--- config.mk ---
export PLATFORM = sky130hd
export DESIGN_NAME = seq_pattern_ctrl
export DESIGN_NICKNAME = d
export VERILOG_FILES = /design/src/rtl/seq_pattern_ctrl_pkg.sv /design/src/rtl/seq_pattern_ctrl_key_debounce.sv /design/src/rtl/seq_pattern_ctrl.sv
export SDC_FILE = /design/constraint.sdc
export NUM_CORES = 1
export LEC_CHECK = 0
export CELL_PAD_IN_SITES_DETAIL_PLACEMENT = 1
export CELL_PAD_IN_SITES_GLOBAL_PLACEMENT = 1
export CORE_AREA = 2 2 81 102
export DETAILED_ROUTE_END_ITERATION = 10
export DIE_AREA = 0 0 83 104
export DONT_BUFFER_PORTS = 1
export GPL_ROUTABILITY_DRIVEN = 0
export GPL_TIMING_DRIVEN = 0
export PLACE_DENSITY_LB_ADDON = 0.15
export SLEW_MARGIN = 20
export SYNTH_ARGS = -nofsm -noshare
export SYNTH_HDL_FRONTEND = slang
export SYNTH_SLANG_ARGS = --single-unit
--- constraint.sdc ---
create_clock -name clk -period 4.8 [get_ports clk]
set_clock_uncertainty 0.1 [all_clocks]
set_input_delay 0.72 -clock clk [delete_from_list [all_inputs] [get_ports clk]]
set_output_delay 0.72 -clock clk [all_outputs]
set_load 0.01 [all_outputs]
--- src/rtl/seq_pattern_ctrl_pkg.sv ---
// rtl/seq_pattern_ctrl_pkg.sv - shared state encodings and helpers for the pattern controller
package seq_pattern_ctrl_pkg;

    localparam int STATE_W = 3;

    typedef enum logic [STATE_W-1:0] {
        S_DETECT = 3'b001,
        S_PROG   = 3'b010,
        S_COMMIT = 3'b100
    } state_e;

    function automatic logic [7:0] sat_inc8(input logic [7:0] v);
        return (v == 8'hFF) ? v : v + 8'd1;
    endfunction

endpackage

--- src/rtl/seq_pattern_ctrl_key_debounce.sv ---
// rtl/seq_pattern_ctrl_key_debounce.sv - key synchroniser, stability counter and press pulse
module key_debounce #(
    parameter logic [19:0] DEBOUNCE_CYC = 20'd1000000
) (
    input  logic clk,
    input  logic rst,
    input  logic key_raw,
    output logic key_p
);

    logic        sync1_q, sync1_d;
    logic        sync2_q, sync2_d;
    logic        stable_q, stable_d;
    logic        stable_dly_q, stable_dly_d;
    logic        key_p_q, key_p_d;
    logic [19:0] cnt_q, cnt_d;

    always_ff @(posedge clk or posedge rst) begin
        if (rst) begin
            sync1_q      <= 1'b0;
            sync2_q      <= 1'b0;
            stable_q     <= 1'b0;
            stable_dly_q <= 1'b0;
            key_p_q      <= 1'b0;
            cnt_q        <= '0;
        end else begin
            sync1_q      <= sync1_d;
            sync2_q      <= sync2_d;
            stable_q     <= stable_d;
            stable_dly_q <= stable_dly_d;
            key_p_q      <= key_p_d;
            cnt_q        <= cnt_d;
        end
    end

    always_comb begin
        sync1_d      = key_raw;
        sync2_d      = sync1_q;
        stable_d     = stable_q;
        cnt_d        = cnt_q;
        stable_dly_d = stable_q;
        // Any return to the accepted level restarts the stability window
        if (sync2_q == stable_q) begin
            cnt_d = '0;
        end else if (cnt_q == DEBOUNCE_CYC - 20'd1) begin
            stable_d = sync2_q;
            cnt_d    = '0;
        end else begin
            cnt_d = cnt_q + 20'd1;
        end
        key_p_d = stable_q & ~stable_dly_q;
    end

    assign key_p = key_p_q;

endmodule

--- src/rtl/seq_pattern_ctrl.sv ---
// rtl/seq_pattern_ctrl.sv - programmable serial pattern detector with debounced key front end
module seq_pattern_ctrl
    import seq_pattern_ctrl_pkg::*;
#(
    parameter int                  PAT_LEN      = 4,
    parameter logic [PAT_LEN-1:0]  PAT_DEFAULT  = 4'b1101,
    parameter logic [19:0]         DEBOUNCE_CYC = 20'd1000000,
    parameter logic [23:0]         LED_HOLD     = 24'd5000000
) (
    input  logic               clk,
    input  logic               rst,
    input  logic               key_raw,
    input  logic               sw,
    input  logic               prog_req,
    output logic               led,
    output logic [7:0]         match_cnt,
    output logic [STATE_W-1:0] state_out,
    output logic [PAT_LEN-1:0] pat_out,
    output logic               key_p
);

    localparam logic [3:0] PAT_LEN_C = 4'(PAT_LEN);

    state_e             state_q, state_d;
    logic [PAT_LEN-1:0] hist_q, hist_d;
    logic [PAT_LEN-1:0] pat_q, pat_d;
    logic [PAT_LEN-1:0] shadow_q, shadow_d;
    logic [3:0]         hist_cnt_q, hist_cnt_d;
    logic [3:0]         prog_cnt_q, prog_cnt_d;
    logic               led_q, led_d;
    logic [23:0]        timer_q, timer_d;
    logic [7:0]         match_cnt_q, match_cnt_d;

    key_debounce #(.DEBOUNCE_CYC(DEBOUNCE_CYC)) u_key_debounce (
        .clk     (clk),
        .rst     (rst),
        .key_raw (key_raw),
        .key_p   (key_p)
    );

    always_ff @(posedge clk or posedge rst) begin
        if (rst) begin
            state_q     <= S_DETECT;
            hist_q      <= '0;
            pat_q       <= PAT_DEFAULT;
            shadow_q    <= '0;
            hist_cnt_q  <= '0;
            prog_cnt_q  <= '0;
            led_q       <= 1'b0;
            timer_q     <= '0;
            match_cnt_q <= '0;
        end else begin
            state_q     <= state_d;
            hist_q      <= hist_d;
            pat_q       <= pat_d;
            shadow_q    <= shadow_d;
            hist_cnt_q  <= hist_cnt_d;
            prog_cnt_q  <= prog_cnt_d;
            led_q       <= led_d;
            timer_q     <= timer_d;
            match_cnt_q <= match_cnt_d;
        end
    end

    always_comb begin
        state_d     = state_q;
        hist_d      = hist_q;
        pat_d       = pat_q;
        shadow_d    = shadow_q;
        hist_cnt_d  = hist_cnt_q;
        prog_cnt_d  = prog_cnt_q;
        led_d       = led_q;
        timer_d     = timer_q;
        match_cnt_d = match_cnt_q;

        if (led_q) begin
            if (timer_q == 24'd0) led_d = 1'b0;
            else                  timer_d = timer_q - 24'd1;
        end

        case (state_q)
            S_DETECT: begin
                // Entering programming mode swallows a same-cycle press
                if (prog_req) begin
                    state_d    = S_PROG;
                    prog_cnt_d = '0;
                    led_d      = 1'b0;
                end else if (key_p) begin
                    hist_d = {hist_q[PAT_LEN-2:0], sw};
                    if (hist_cnt_q != PAT_LEN_C) hist_cnt_d = hist_cnt_q + 4'd1;
                    if (hist_d == pat_q && hist_cnt_d == PAT_LEN_C) begin
                        led_d       = 1'b1;
                        timer_d     = LED_HOLD - 24'd1;
                        match_cnt_d = sat_inc8(match_cnt_q);
                    end
                end
            end
            S_PROG: begin
                led_d = 1'b0;
                if (!prog_req) begin
                    state_d = S_DETECT;
                end else if (key_p) begin
                    shadow_d   = {shadow_q[PAT_LEN-2:0], sw};
                    prog_cnt_d = prog_cnt_q + 4'd1;
                    if (prog_cnt_d == PAT_LEN_C) state_d = S_COMMIT;
                end
            end
            S_COMMIT: begin
                led_d      = 1'b0;
                pat_d      = shadow_q;
                hist_d     = '0;
                hist_cnt_d = '0;
                state_d    = S_DETECT;
            end
            default: begin
                led_d   = 1'b0;
                state_d = S_DETECT;
            end
        endcase
    end

    always_comb begin
        led       = led_q & (state_q == S_DETECT);
        match_cnt = match_cnt_q;
        state_out = state_q;
        pat_out   = pat_q;
    end

endmodule

==> reports/metrics.csv, run 1 <==
stage,metric,value,unit
critical_path,crit-path max FO,10,
global_route,first-pass GRT wire length,16200,µm
job,max-cap violation count,0,
global_route,GRT Resource Usage Total,23.1,%
detailed_routing,WL/cell,17.5,µm
place,Port-buffer cells,0,
logic_synthesis,Post-synth EDFFs,0,
clocking,post-CTS setup buffer count,0,
timing,total negative slack,0,ns
cells_and_area,Final #Nets,433,
clocking,H-tree depth,3,
logic_synthesis,most frequent cell after synthesis,dfrtp_1,
cells_and_area,Area Growth Syn to Fin,9.74,%
logic_synthesis,count of different cell masters after synthesis,52,
logic_synthesis,Mapped Cells,408,
detailed_routing,total vias in the final route,3065,
floorplanning,chip height,104,µm
power,switching share of power,21.7,%
power,combinational share of power,3.4,%
cells_and_area,share of layout cells above drive strength 1,9.88,%
floorplanning,core region area,0.00770,mm²
place,pre-CTS setup slack,1.79,ns
logic_synthesis,"Warnings, synthesis",0,
clocking,clock sink count,80,
critical_path,"Req. time, crit path",4.92,ns
detailed_routing,drt pass-1 iters,4,
timing,Final WS setup,1.78,ns
power,Leak Pwr,1.77,nW
run_status,status,"complete, no violations",
floorplanning,num rows,36,
global_route,maximum number of pins on one net before global-route repair,56,
timing,Slew Limit Fails,0,
timing,Max-slew headroom,50.3,%
logic_synthesis,post-synthesis cell area,0.00405,mm²
logic_synthesis,post-synthesis sequential area ratio,49.6,%
power,Clock power frac,45.2,%
cells_and_area,antenna diode instance count,0,
logic_synthesis,Commonest cells post-synth,"dfrtp_1, nor2_1, nand2_1, xnor2_1",
clocking,TritonCTS clock tree,built,
clocking,"CTS clk-pin slew, worst paths",0.09,ns
detailed_routing,WL final,9090,µm
timing,unrepaired setup endpoints after global routing,false,
clocking,clk_lat worst skew,0.36,ns
global_route,number of global-route vias before repair,3410,
critical_path,Worst setup EP type,register,
detailed_routing,DR vias/cell,5.89,
place,detailed placer's ending HPWL,6330,µm
clocking,CTS Buffer Depth,2,
clocking,root buf cell,clkbuf_8,
logic_synthesis,"flops & latches, synth",80,
timing,Final min period,3.02,ns
min_path,worst min path class,primary input to async pin,
floorplanning,Die ar.,0.00863,mm²
timing,Fmax,332,MHz
power,Pint,1.06,mW
detailed_routing,DRT antenna net count,0,
power,VDD IR max,0.280,mV
critical_path,Crit Path Class,register to register,
timing,Final setup viols,0,
cells_and_area,"Core Util, Final",57.7,%
timing,Final Hold Fails,0,
critical_path,CP Data Arrival Time,3.13,ns
critical_path,type of origin of the critical path,register,
power,sw power,0.293,mW
cells_and_area,fillcell total,870,
clocking,cts hold-fix bufs,0,
global_route,antenna violations before repair,0,
floorplanning,IO Pins,22,
detailed_routing,drc violations,0,
logic_synthesis,Syn Nets,421,
power,sequential share of power,51.4,%
detailed_routing,Iteration-0 DRC Markers,66,
clocking,number of gates resized after CTS,0,
timing,Worst-Margin Slew,0.746,ns
timing,Tcrit/Tclk final,62.8,%
logic_synthesis,syn avg cell area,9.92,µm²
logic_synthesis,Yosys top cell by area,dfrtp_1,
power,PwrDens,304,mW/mm²
clocking,CTS Buf Count,9,
logic_synthesis,Synth async-reset ratio,100,%
global_route,grt total ovfl,0,
logic_synthesis,largest cells by area after synthesis,"dfrtp_1, xnor2_1, nor2_1",
floorplanning,Die X,83,µm
logic_synthesis,commonest register cell after synthesis,dfrtp_1,
logic_synthesis,Yosys top cell area share,47.0,%
floorplanning,Starting Density,52.5,%
==> cell families after synthesis <==
logic type | count (synthesis) | share of synthesized area, %
xor gates and xnor gates | 41 | 8.87
AOI/OAI and AO/OA | 56 | 9.43
buffers and inverters | 22 | 2.47
and+or+nand+nor | 193 | 25.0
DFF | 80 | 49.6
adders and majority gates | 8 | 2.47
muxes | 8 | 2.20
==> critical path, cell delays in order, from the launching register on <==
cell       delay [ns]
dfstp_2          0.64
nor2b_1          0.47
nand4_1          0.29
a2111oi_4        0.77
clkbuf_1         0.49
nor2_1           0.11
==> power groups by stage <==
stage	Clock, mW	Sequential, mW	Combinational (mW)
finish	0.610	0.694	0.0456
global route	0.652	0.695	0.0543
CTS	0.626	0.694	0.0474
detailed placement	0	0.706	0.0474
global placement	0	0.706	0.0427
floorplan	0	0.703	0.0335
==> flip-flops by register name, indices dropped and copies added (netlist names), 3 cells and up <==
signal / cells
pat_out: 4
hist_q: 3
match_cnt: 8
state_out: 3
shadow_q: 4
hist_cnt_q: 4
u_key_debounce.cnt_q: 20
timer_q: 24
prog_cnt_q: 4
==> stage by stage <==
step	total power, mW	instances	instance area, µm²	hold WS [ns]
floorplan	0.737	408	4050	0.231
global placement	0.749	503	4170	0.235
detailed placement	0.754	504	4200	0.236
CTS	1.37	520	4440	0.0986
global route	1.40	520	4440	0.104
finish	1.35	520	4440	0.102
==> final cells by class <==
type	instances	area (µm²)	share of cell area [%]
Timing Repair Buffer	1	27.5	0.620
Clock buffer	11	141	3.18
Clock inverter	5	104	2.34
Multi-Input combinational cell	306	1940	43.7
Tap cell	95	119	2.68
Inverter	11	43.8	0.986
Buffer	11	58.8	1.32
Sequential cell	80	2010	45.2
==> routing by layer <==
layer	GRT usage [%]	vias to the layer above	routed length, µm
met4	8.08	0	162
li1	-	1460	-
met3	5.79	14	335
met1	27.8	1557	3970
met2	40.0	34	4620
met5	0	-	0
==> cell usage in the layout, fill, tap and decap left out, types with 2 or more instances in the layout <==
master / count
dfrtp_1: 76
nor2_1: 48
nand2_1: 47
xnor2_1: 32
nand3_1: 19
o21ai_0: 19
inv_1: 10
a21oi_1: 10
clkbuf_8: 10
nand4_1: 9
xor2_1: 9
nor3_1: 9
clkbuf_1: 8
and3_1: 8
ha_1: 8
mux2_2: 7
nor2b_1: 6
nor4_1: 6
or3_1: 6
nand2b_1: 6
a211oi_1: 6
nor3b_1: 4
o41ai_1: 4
dfstp_2: 4
or2_2: 3
nor4b_1: 3
nand3b_1: 3
o31ai_1: 3
and4_1: 3
nand4b_1: 3
bufinv_16: 3
buf_2: 2
or4_1: 2
buf_6: 2
and2_1: 2
o211ai_1: 2
o21a_1: 2
==> path summary, 6_finish.rpt <==
path / start / to / slack [ns] / cells past startpoint
max: state_out[0] / timer_q[7] / 1.78 / 5
min: rst / match_cnt[5] / 0.10 / 1
max reg2reg: state_out[0] / timer_q[7] / 1.78 / 5
min reg2reg: u_key_debounce.sync1_q / u_key_debounce.sync2_q / 0.26 / 0
max in group asynchronous: rst / pat_out[2] / 3.86 / 2
min in group clk: u_key_debounce.sync1_q / u_key_debounce.sync2_q / 0.26 / 0
No activity file was read; power rests on OpenSTA's default activity.
==> run 2: changes to the inputs <==
--- a/config.mk
+++ b/config.mk
@@ -7,9 +7,9 @@
 export LEC_CHECK = 0
 export CELL_PAD_IN_SITES_DETAIL_PLACEMENT = 1
 export CELL_PAD_IN_SITES_GLOBAL_PLACEMENT = 1
-export CORE_AREA = 2 2 81 102
+export CORE_AREA = 2 2 84 106
 export DETAILED_ROUTE_END_ITERATION = 10
-export DIE_AREA = 0 0 83 104
+export DIE_AREA = 0 0 86 108
 export DONT_BUFFER_PORTS = 1
 export GPL_ROUTABILITY_DRIVEN = 0
 export GPL_TIMING_DRIVEN = 0
==> constraint.sdc (replaced) <==
create_clock -name clk -period 3.12 [get_ports clk]
set_clock_uncertainty 0.1 [all_clocks]
set_input_delay 0.468 -clock clk [delete_from_list [all_inputs] [get_ports clk]]
set_output_delay 0.468 -clock clk [all_outputs]
set_load 0.01 [all_outputs]
==> reports/metrics.csv, run 2 (same netlist as run 1, synthesis figures left out) <==
stage,metric,value,unit
run_status,status,"complete, no violations",
detailed_routing,DRT antenna net count,0,
critical_path,reg2reg end,match_cnt[7],
floorplanning,Starting Density,49.4,%
critical_path,type of origin of the critical path,register,
clocking,CTS Buffer Depth,2,
critical_path,Crit Path Class,register to register,
power,PwrDens,431,mW/mm²
detailed_routing,Iteration-0 DRC Markers,87,
clocking,number of gates resized after CTS,0,
cells_and_area,Area Growth Syn to Fin,9.25,%
timing,Final min period,2.77,ns
global_route,number of global-route vias before repair,3321,
timing,Slew Limit Fails,0,
cells_and_area,most frequent cells in the layout,"dfrtp_1, nor2_1, nand2_1",
power,Clock power frac,40.2,%
power,Leak Pwr,1.76,nW
power,combinational share of power,3.8,%
global_route,maximum number of pins on one net before global-route repair,45,
timing,Max-slew headroom,50.2,%
detailed_routing,WL final,8930,µm
cells_and_area,max reg flops,24,
floorplanning,num rows,37,
timing,unrepaired setup endpoints after global routing,false,
clocking,"CTS clk-pin slew, worst paths",0.08,ns
detailed_routing,drt pass-1 iters,6,
critical_path,"setup slack, reg-to-reg",0.35,ns
power,sequential share of power,56.0,%
power,switching share of power,23.2,%
critical_path,"Req. time, crit path",3.25,ns
clocking,root buf cell,clkbuf_8,
power,VDD IR max,0.275,mV
job,max-cap violation count,0,
timing,Fmax,361,MHz
cells_and_area,Final #Nets,436,
min_path,WHS Endpoint,u_key_debounce.sync1_q,
floorplanning,core region area,0.00819,mm²
detailed_routing,total vias in the final route,3042,
floorplanning,Die X,86,µm
timing,Worst-Margin Slew,0.739,ns
cells_and_area,"most common cell after layout, fill and taps aside",dfrtp_1,
critical_path,reg2reg path depth,5,
power,total power,1.91,mW
critical_path,Worst setup EP type,register,
clocking,H-tree depth,3,
critical_path,worst r2r src,state_out[0],
clocking,clock sink count,80,
clocking,clk_lat worst skew,0.35,ns
floorplanning,IO Pins,22,
place,pre-CTS setup slack,0.105,ns
critical_path,slowest CP cell,dfstp_2,
place,detailed placer's ending HPWL,6270,µm
clocking,CTS Buf Count,9,
power,sw power,0.443,mW
clocking,TritonCTS clock tree,built,
floorplanning,Die ar.,0.00929,mm²
global_route,GRT Resource Usage Total,21.7,%
min_path,worst hold stages,0,
global_route,antenna violations before repair,0,
timing,Tcrit/Tclk final,88.7,%
place,Port-buffer cells,0,
critical_path,CP Data Arrival Time,2.90,ns
timing,Final Hold Fails,0,
power,Pint,1.46,mW
min_path,Min-Delay Startpoint,key_raw,
cells_and_area,antenna diode instance count,0,
critical_path,Crit. Startpoint,state_out[0],
critical_path,CP cell instances,nor2b_1 > nand4_1 > a2111o_1 > or3_1 > xnor2_1,
cells_and_area,share of layout cells above drive strength 1,10.3,%
global_route,first-pass GRT wire length,15700,µm
cells_and_area,Largest Register,timer_q,
floorplanning,chip height,108,µm
critical_path,crit-path max FO,8,
detailed_routing,WL/cell,17.0,µm
global_route,grt total ovfl,0,
detailed_routing,DR vias/cell,5.79,
min_path,worst min path class,primary input to register,
timing,Final WS setup,0.352,ns
critical_path,Critical Path Max Stage Delay,0.63,ns
detailed_routing,drc violations,0,
timing,total negative slack,0,ns
timing,Final setup viols,0,
-- run 2: cell count changes in the layout (fill, tap and decap cells not counted) --
cell,delta
buf_4,+2
bufinv_16,-2
clkinv_2,+1
clkinvlp_4,+1
dlygate4sd3_1,+1
-- run 2: worst max path at each step --
stage / cells past startpoint / endpoint / slack [ns]
6_report: 5 / match_cnt[7] / 0.35
2_1_floorplan: 1 / hist_cnt_q[0] / 0.51
3_5_place_dp: 5 / timer_q[10] / 0.10
4_1_cts: 5 / timer_q[20] / 0.09
3_3_place_gp: 1 / prog_cnt_q[1] / -0.43
5_1_grt: 5 / match_cnt[7] / 0.14
-- run 2: area by class of cell --
cell class / count / area [µm²]
flip-flops and latches: 80 / 2010
clock buffers: 11 / 141
multi-input cells: 306 / 1940
fillers: 921 / 3770
clock inverters: 5 / 56.3
well taps: 97 / 121
plain buffers: 11 / 58.8
repair buffers: 4 / 52.6
inverters: 11 / 43.8
-- run 2: critical path, delay by kind of cell (launching register included) --
family / cells / cell delay (ns)
AO/OA/AOI/OAI: 1 / 0.60
flip-flops: 1 / 0.63
XOR/XNOR: 1 / 0.14
AND/OR/NAND/NOR: 3 / 1.19
-- run 2: power by group through the flow --
stage / clock network, mW / logic, mW / registers [mW]
global placement: 0 / 0.0663 / 1.09
global route: 0.832 / 0.0842 / 1.07
floorplan: 0 / 0.0515 / 1.08
finish: 0.766 / 0.0728 / 1.07
detailed placement: 0 / 0.0729 / 1.09
CTS: 0.791 / 0.0750 / 1.07
-- run 2: repair_timing --
action / CTS / global route
hold endpoints to repair: 32 / 0
setup endpoints to repair: 0 / 11
hold buffers: 1 / 0
setup buffers: 0 / 2
-- run 2: per-layer routing --
layer	up-vias	GRT usage, %	wire length [µm]
met3	8	4.81	214
met2	25	39.0	4720
met5	-	0	0
li1	1460	-	-
met4	0	7.26	91
met1	1549	25.3	3900
-- run 2: through the flow --
| stage | cell area (µm²) | hold WS, ns | cells | util [%] |
|---|---|---|---|---|
| floorplan | 4050 | 0.231 | 408 | - |
| global placement | 4170 | 0.283 | 505 | 50.9 |
| detailed placement | 4200 | 0.280 | 506 | 51.2 |
| CTS | 4410 | 0.0311 | 523 | 53.8 |
| global route | 4420 | 0.0275 | 525 | 53.9 |
| finish | 4420 | 0.0530 | 525 | 53.9 |
